### src/rtl/shift_load_reg.sv
// Command-driven 16-bit state register: clear, parallel load, N-bit serial shift
// and single-cycle invert-shift, with one-cycle done pulse and ready handshake.
module shift_load_reg #(
  parameter int WIDTH = 16,
  parameter int CNT_W = 5
) (
  input  logic             clk,
  input  logic             rst,
  input  logic             cmd_valid,
  output logic             cmd_ready,
  input  logic [1:0]       cmd_op,
  input  logic [WIDTH-1:0] cmd_data,
  input  logic [CNT_W-1:0] cmd_count,
  input  logic             ser_in,
  output logic             ser_out,
  output logic [WIDTH-1:0] q,
  output logic             busy,
  output logic             done
);

  typedef enum logic [1:0] {
    ST_IDLE  = 2'd0,
    ST_SHIFT = 2'd1,
    ST_DONE  = 2'd2
  } state_t;

  localparam logic [1:0] OP_CLEAR = 2'b00;
  localparam logic [1:0] OP_LOAD  = 2'b01;
  localparam logic [1:0] OP_SHIFT = 2'b10;
  localparam logic [1:0] OP_INV   = 2'b11;

  state_t           state_r, state_s;
  logic [WIDTH-1:0] q_r, q_s;
  logic [CNT_W-1:0] rem_r, rem_s;
  logic [WIDTH-1:0] shift_q_s;
  logic [WIDTH-1:0] inv_shift_q_s;

  assign shift_q_s     = {q_r[WIDTH-2:0], ser_in};
  assign inv_shift_q_s = {~q_r[WIDTH-2:0], ser_in};

  // Next-state, next-q and remaining-count decode.
  always_comb begin
    state_s = state_r;
    q_s     = q_r;
    rem_s   = rem_r;
    case (state_r)
      ST_IDLE: begin
        if (cmd_valid) begin
          case (cmd_op)
            OP_CLEAR: begin
              q_s     = '0;
              state_s = ST_DONE;
            end
            OP_LOAD: begin
              q_s     = cmd_data;
              state_s = ST_DONE;
            end
            OP_SHIFT: begin
              if (cmd_count == CNT_W'(0)) begin
                state_s = ST_DONE;
              end else begin
                // The first shift happens in the accept cycle.
                q_s   = shift_q_s;
                rem_s = cmd_count - CNT_W'(1);
                if (cmd_count == CNT_W'(1)) begin
                  state_s = ST_DONE;
                end else begin
                  state_s = ST_SHIFT;
                end
              end
            end
            OP_INV: begin
              q_s     = inv_shift_q_s;
              state_s = ST_DONE;
            end
            default: begin
              state_s = ST_IDLE;
            end
          endcase
        end else begin
          state_s = ST_IDLE;
        end
      end
      ST_SHIFT: begin
        q_s = shift_q_s;
        // A zero count here is unreachable; it is folded into the final shift.
        if (rem_r <= CNT_W'(1)) begin
          rem_s   = CNT_W'(0);
          state_s = ST_DONE;
        end else begin
          rem_s   = rem_r - CNT_W'(1);
          state_s = ST_SHIFT;
        end
      end
      ST_DONE: begin
        state_s = ST_IDLE;
      end
      default: begin
        state_s = ST_IDLE;
        rem_s   = CNT_W'(0);
      end
    endcase
  end

  // State, data and count registers with synchronous reset.
  always_ff @(posedge clk) begin
    if (rst) begin
      state_r <= ST_IDLE;
      q_r     <= '0;
      rem_r   <= CNT_W'(0);
    end else begin
      state_r <= state_s;
      q_r     <= q_s;
      rem_r   <= rem_s;
    end
  end

  assign q         = q_r;
  assign ser_out   = q_r[WIDTH-1];
  assign cmd_ready = (state_r == ST_IDLE);
  assign busy      = (state_r == ST_SHIFT);
  assign done      = (state_r == ST_DONE);

endmodule

### config.mk
export PLATFORM = sky130hd
export DESIGN_NAME = shift_load_reg
export DESIGN_NICKNAME = d
export VERILOG_FILES = /design/src/rtl/shift_load_reg.sv
export SDC_FILE = /design/constraint.sdc
export NUM_CORES = 1
export LEC_CHECK = 0
export CORE_ASPECT_RATIO = 0.5
export CORE_MARGIN = 5
export CORE_UTILIZATION = 46
export DETAILED_ROUTE_END_ITERATION = 8
export PLACE_DENSITY = 0.8
export SLEW_MARGIN = 20
export SYNTH_ARGS = -nofsm -noshare
export SYNTH_HDL_FRONTEND = slang
export SYNTH_SLANG_ARGS = --single-unit
### constraint.sdc
create_clock -name clk -period 2.9 [get_ports clk]
set_clock_uncertainty 0.15 [all_clocks]
set_input_delay 0.725 -clock clk [delete_from_list [all_inputs] [get_ports clk]]
set_output_delay 0.725 -clock clk [all_outputs]
set_load 0.03 [all_outputs]
# ---- Word level (Yosys, flattened, before mapping)
# Cells that the tools add are included.
# Widths: inputs -> output; s select.
dict set report word_totals {
  regBits 23
  word_cells 40
  output_inout_bits 20
}
dict set report op_classes {
  n_lt_le_gt_ge 1
  addsub 2
  n_reduce_logical 7
  mux 15
  bitwise_logic 2
  n_eq_ne 10
}
# cell n
set op_table {}
lappend op_table {{$pmux 16 s4} 1}
lappend op_table {{$mux 16} 2}
lappend op_table {{$pmux 16 s2} 1}
lappend op_table {{$mux 5} 4}
lappend op_table {{$not 15->15} 1}
lappend op_table {{$pmux 5 s3} 1}
lappend op_table {{$sub 5x1->5 const B} 2}
lappend op_table {{$mux 2} 4}
lappend op_table {{$pmux 2 s2} 2}
lappend op_table {{$eq 2x2->1 const B} 3}
lappend op_table {{$eq 5x1->1 const B} 1}
lappend op_table {{$le 5x1->1 const B} 1}
lappend op_table {{$logic_not 5->1} 1}
lappend op_table {{$eq 2x1->1 const B} 2}
lappend op_table {{$logic_not 2->1} 2}
lappend op_table {{$ne 2x2->1 const B} 2}
lappend op_table {{$reduce_and 4->1} 1}
lappend op_table {{$ne 3x3->1 const B} 1}
lappend op_table {{$reduce_and 3->1} 1}
lappend op_table {{$reduce_or 3->1} 1}
lappend op_table {{$ne 2x1->1 const B} 1}
lappend op_table {{$reduce_bool 2->1} 1}
lappend op_table {{$not 1->1} 1}

# ---- Depth between registers and ports, before layout
dict set report logic_depth {
  ltp_word 6
  depth_mapped 8
}

# ---- Least setup slack after synthesis
# Ideal clock, no wire load.
dict set report synth_path {
  kind {input to register}
  startpoint {in cmd_count[1]}
  endpoint {reg q_r[10] (netlist: q[10])}
  slack_ns 0.603
  t_required_ns 2.681
  cell_stages 8
  setup_ns 0.069
  arrival_ns 2.078
  path_cell_list {inv_1 ha_1 or4b_4 o21ai_2 a21oi_2 nor2_8 buf_12 o2bb2ai_2}
}
dict set report synth_via {
  elab_chain_len 3
}
# item line
set synth_rtl {}
lappend synth_rtl {{from (decl)} 13} ;# input logic [CNT_W-1:0] cmd_count,
lappend synth_rtl {{$logic_not 5->1} 59} ;# if (cmd_count == CNT_W'(0)) begin
lappend synth_rtl {{$ne 3x3->1 (no line)} -}
lappend synth_rtl {{$reduce_and 3->1 (no line)} -}
lappend synth_rtl {{to (signal assigned)} 113} ;# q_r <= q_s;
lappend synth_rtl {{to (decl)} 33} ;# logic [WIDTH-1:0] q_r, q_s;
# Every way passes these cells.
# A chain may end at the register's enable or synchronous reset.

# ---- Worst setup path after layout
dict set report layout_path {
  startpoint {in cmd_count[1]}
  endpoint {reg q_r[14] (netlist: q[14])}
}
# The elaborated chain is that of the path after synthesis.

==> metrics.txt <==
Die H=50.13 um; Top Ports=47; grt ovf=0; Vias/cell=a little under 6; Unique masters post-synth=43; drt total wl=~3900 um; Pre-antenna DRT Iters=4; CP Buf/Inv Count=2; Peak Freq=0.3859 GHz; main combinational cell family by area after synthesis=compound AO/OA/AOI/OAI gates; layout cells sized above 1=13.95%; area of the core=between 3000 and 4000 sq um; detailed-route via count=1486; Rel. slew slack=~64%; GR Util met3=4.328%; Seq/Total Area, Yosys=31.08%; Post-CTS Resized=0; Clk network pwr share=24.1%; vias in the first global route=roughly 1400; Synth area leaders=dfxtp_1, a21oi_1, o2bb2ai_2, o22ai_1, ha_1; simple-gate share of the synthesized area=a little over an eighth; Post-synth EDFFs=0; row count=14; Synth Area per Inst=~8.7 sq um; power share of the combinational group=about a third; Hold Crit Class=reg -> reg; Nets=248; Synth Area in Adders=under 10%; post-DP HPWL=2809 um; clock slew at reported path FFs=roughly 80 ps; CP Cell Sequence=clkdlybuf4s50_1, inv_1, ha_1, or4b_4, o21ai_2, a21oi_2, nor2_8, o2bb2ai_1; FF+latch count, synth=23; Final GP Congestion=0.7983; Final setup viols=0; cell area after synthesis=1481 sq um; critical path startpoint category=primary input; internal power=0.0005669 W; post-synthesis compound-gate area fraction=41.47%; first-pass GRT wire length=6637 um; root cell of the clock tree=clkbuf_8; TritonCTS Buffers=3; # H-tree levels=1; Max-cap violations=0; TritonCTS clock tree=done; flop2flop setup slack=900 ps; Slowest-stage cell, CP=or4b_4; Die X=90.26 um; gr usage total=17.28%; Worst IR Drop VDD=0.0002421 V; starting density of the core=48.60%; mux share of post-synthesis cell area=roughly 1.4%; clk sink count=23; Fin Setup TNS=0 ps; CP Capture Type=flop; endpoints failing hold=0; synth warn=0; Net Switching=0.0002814 W; initial antenna violation count=0; share of the synthesized area in the top cell type=31.08%; CP Data Required Time=2950 ps; status=finished, final reports clean; area grow syn2layout=37.08%; most common cell in the netlist=a21oi_1; Routed wire per std cell=about 15 um; critical path's top delay family=simple AND/OR/NAND/NOR gates; fin crit share=about 89%; met1 Usage GRT=22.38%; post-CTS setup buffer count=0; crit path max fanout=15; Max Slew Vio Count=0; worst setup path class=in -> reg; 1st-iter DRT viols=58; # port buffers=46; fin util=66.63%; DR DRC count=0; slowest cell delay on critical path=approximately 490 ps; power share of the sequential group=43.3%; Worst EP arrival=2640 ps; GRT met2 Usage=29.00%; Power per Cell Area=417.7 nW/um^2; unrepaired setup endpoints after global routing=false; Max Buffers Root-to-Sink=2; Post-synth ARST share=0%; clock latency on the worst-skew pair=270 ps; min Tclk post-route=2591 ps; Die ar.=4524 sq um; Net Sw Frac=33.17%; static leakage=0.7282 nW; Hold WS=~350 ps; final antenna-violating net count=0; syn_nets=roughly 200; Slew @ Worst Pin=between 500 and 600 ps; post-synthesis xor/xnor area fraction=1.182%; GRT Max-Usage Layer=met2; top_reg_cell synth=dfxtp_1; commonest cells in the synthesized netlist=a21oi_1, dfxtp_1, o22ai_1; Post-Syn Instances=170; Synth area leader=dfxtp_1; antenna diode count=0; Hold-fix buffers, CTS=0; largest net degree at the start of global routing=20
==> logic make-up after synthesis <==
family / count (synthesis)
multiplexers: 2
XOR/XNOR: 2
AND/OR/NAND/NOR: 34
AO/OA/AOI/OAI: 84
adder cells (fa/ha/maj): 5
flip-flops: 23
buffers and inverters: 20
==> cells in the final DEF (no fill, tap or decap), drive strengths merged, types with 2 or more instances in the layout <==
cell type and count:
o22ai 15, nor2b 5, o21ai 6, nor3 6
o41ai 2, buf 10, nand2b 4, dfxtp 23
clkdlybuf4s50 45, o2bb2ai 16, nand2 4, nor2 9
ha 5, a21oi 33, o32ai 2, o21bai 2
clkbuf 3, nand3 2, inv 6
==> worst reg2reg max path, cell delays in order, from the launching register on <==
cell	delay [ps]
dfxtp_1	550
inv_1	200
nor2_1	190
buf_4	260
nor2b_1	70
buf_4	190
o22ai_1	220
o2bb2ai_2	70
==> through the flow <==
step                      instance area, sq um  total power, W  instances  setup WS, ps
after floorplan                           1481       0.0005396        170         602.8
after global placement                    1984       0.0006457        251         74.68
after detailed placement                  1984       0.0006500        251         10.92
after CTS                                 2031       0.0008513        255         288.7
after global routing                      2031       0.0008894        255         164.8
final                                     2031       0.0008483        255         308.9
==> state kept, by name, summed over array words and instances, names as in the netlist <==
| name | cells |
|---|---|
| rem_r | 5 |
| q | 16 |
| state_r | 2 |
==> power by group through the flow <==
stage / clock network [W] / registers, W / logic (W)
final: 0.000204 / 0.000367 / 0.000277
after global routing: 0.000219 / 0.000372 / 0.000298
after CTS: 0.000206 / 0.000367 / 0.000278
after detailed placement: 0 / 0.000374 / 0.000276
after global placement: 0 / 0.000374 / 0.000272
after floorplan: 0 / 0.000399 / 0.000140
==> cell type report <==
type / instances / area (sq um)
Timing Repair Buffer: 55 / 538.0
Fill cell: 265 / 1017
Clock inverter: 1 / 5.005
Sequential cell: 23 / 460.4
Clock buffer: 3 / 41.29
Tap cell: 40 / 50.05
Inverter: 6 / 22.52
Multi-Input combinational cell: 127 / 913.4
==> layer usage <==
metal / part of all wire (%) / vias to the layer above / wire length [um]
li1: - / 732 / -
met1: 43 / 705 / 1694
met2: 50 / 45 / 1942
met3: 6.1 / 4 / 240
met4: 1.0 / 0 / 39
met5: 0 / - / 0
==> final timing paths <==
| path | start | endpoint | cells past startpoint |
|---|---|---|---|
| setup reg to reg | state_r[0] | q[2] | 7 |
| hold reg to reg | q[15] | q[15] | 1 |
| setup / recovery | cmd_count[1] | q[14] | 8 |
| hold / removal | q[15] | q[15] | 1 |
(Power assumes the default switching activity.)
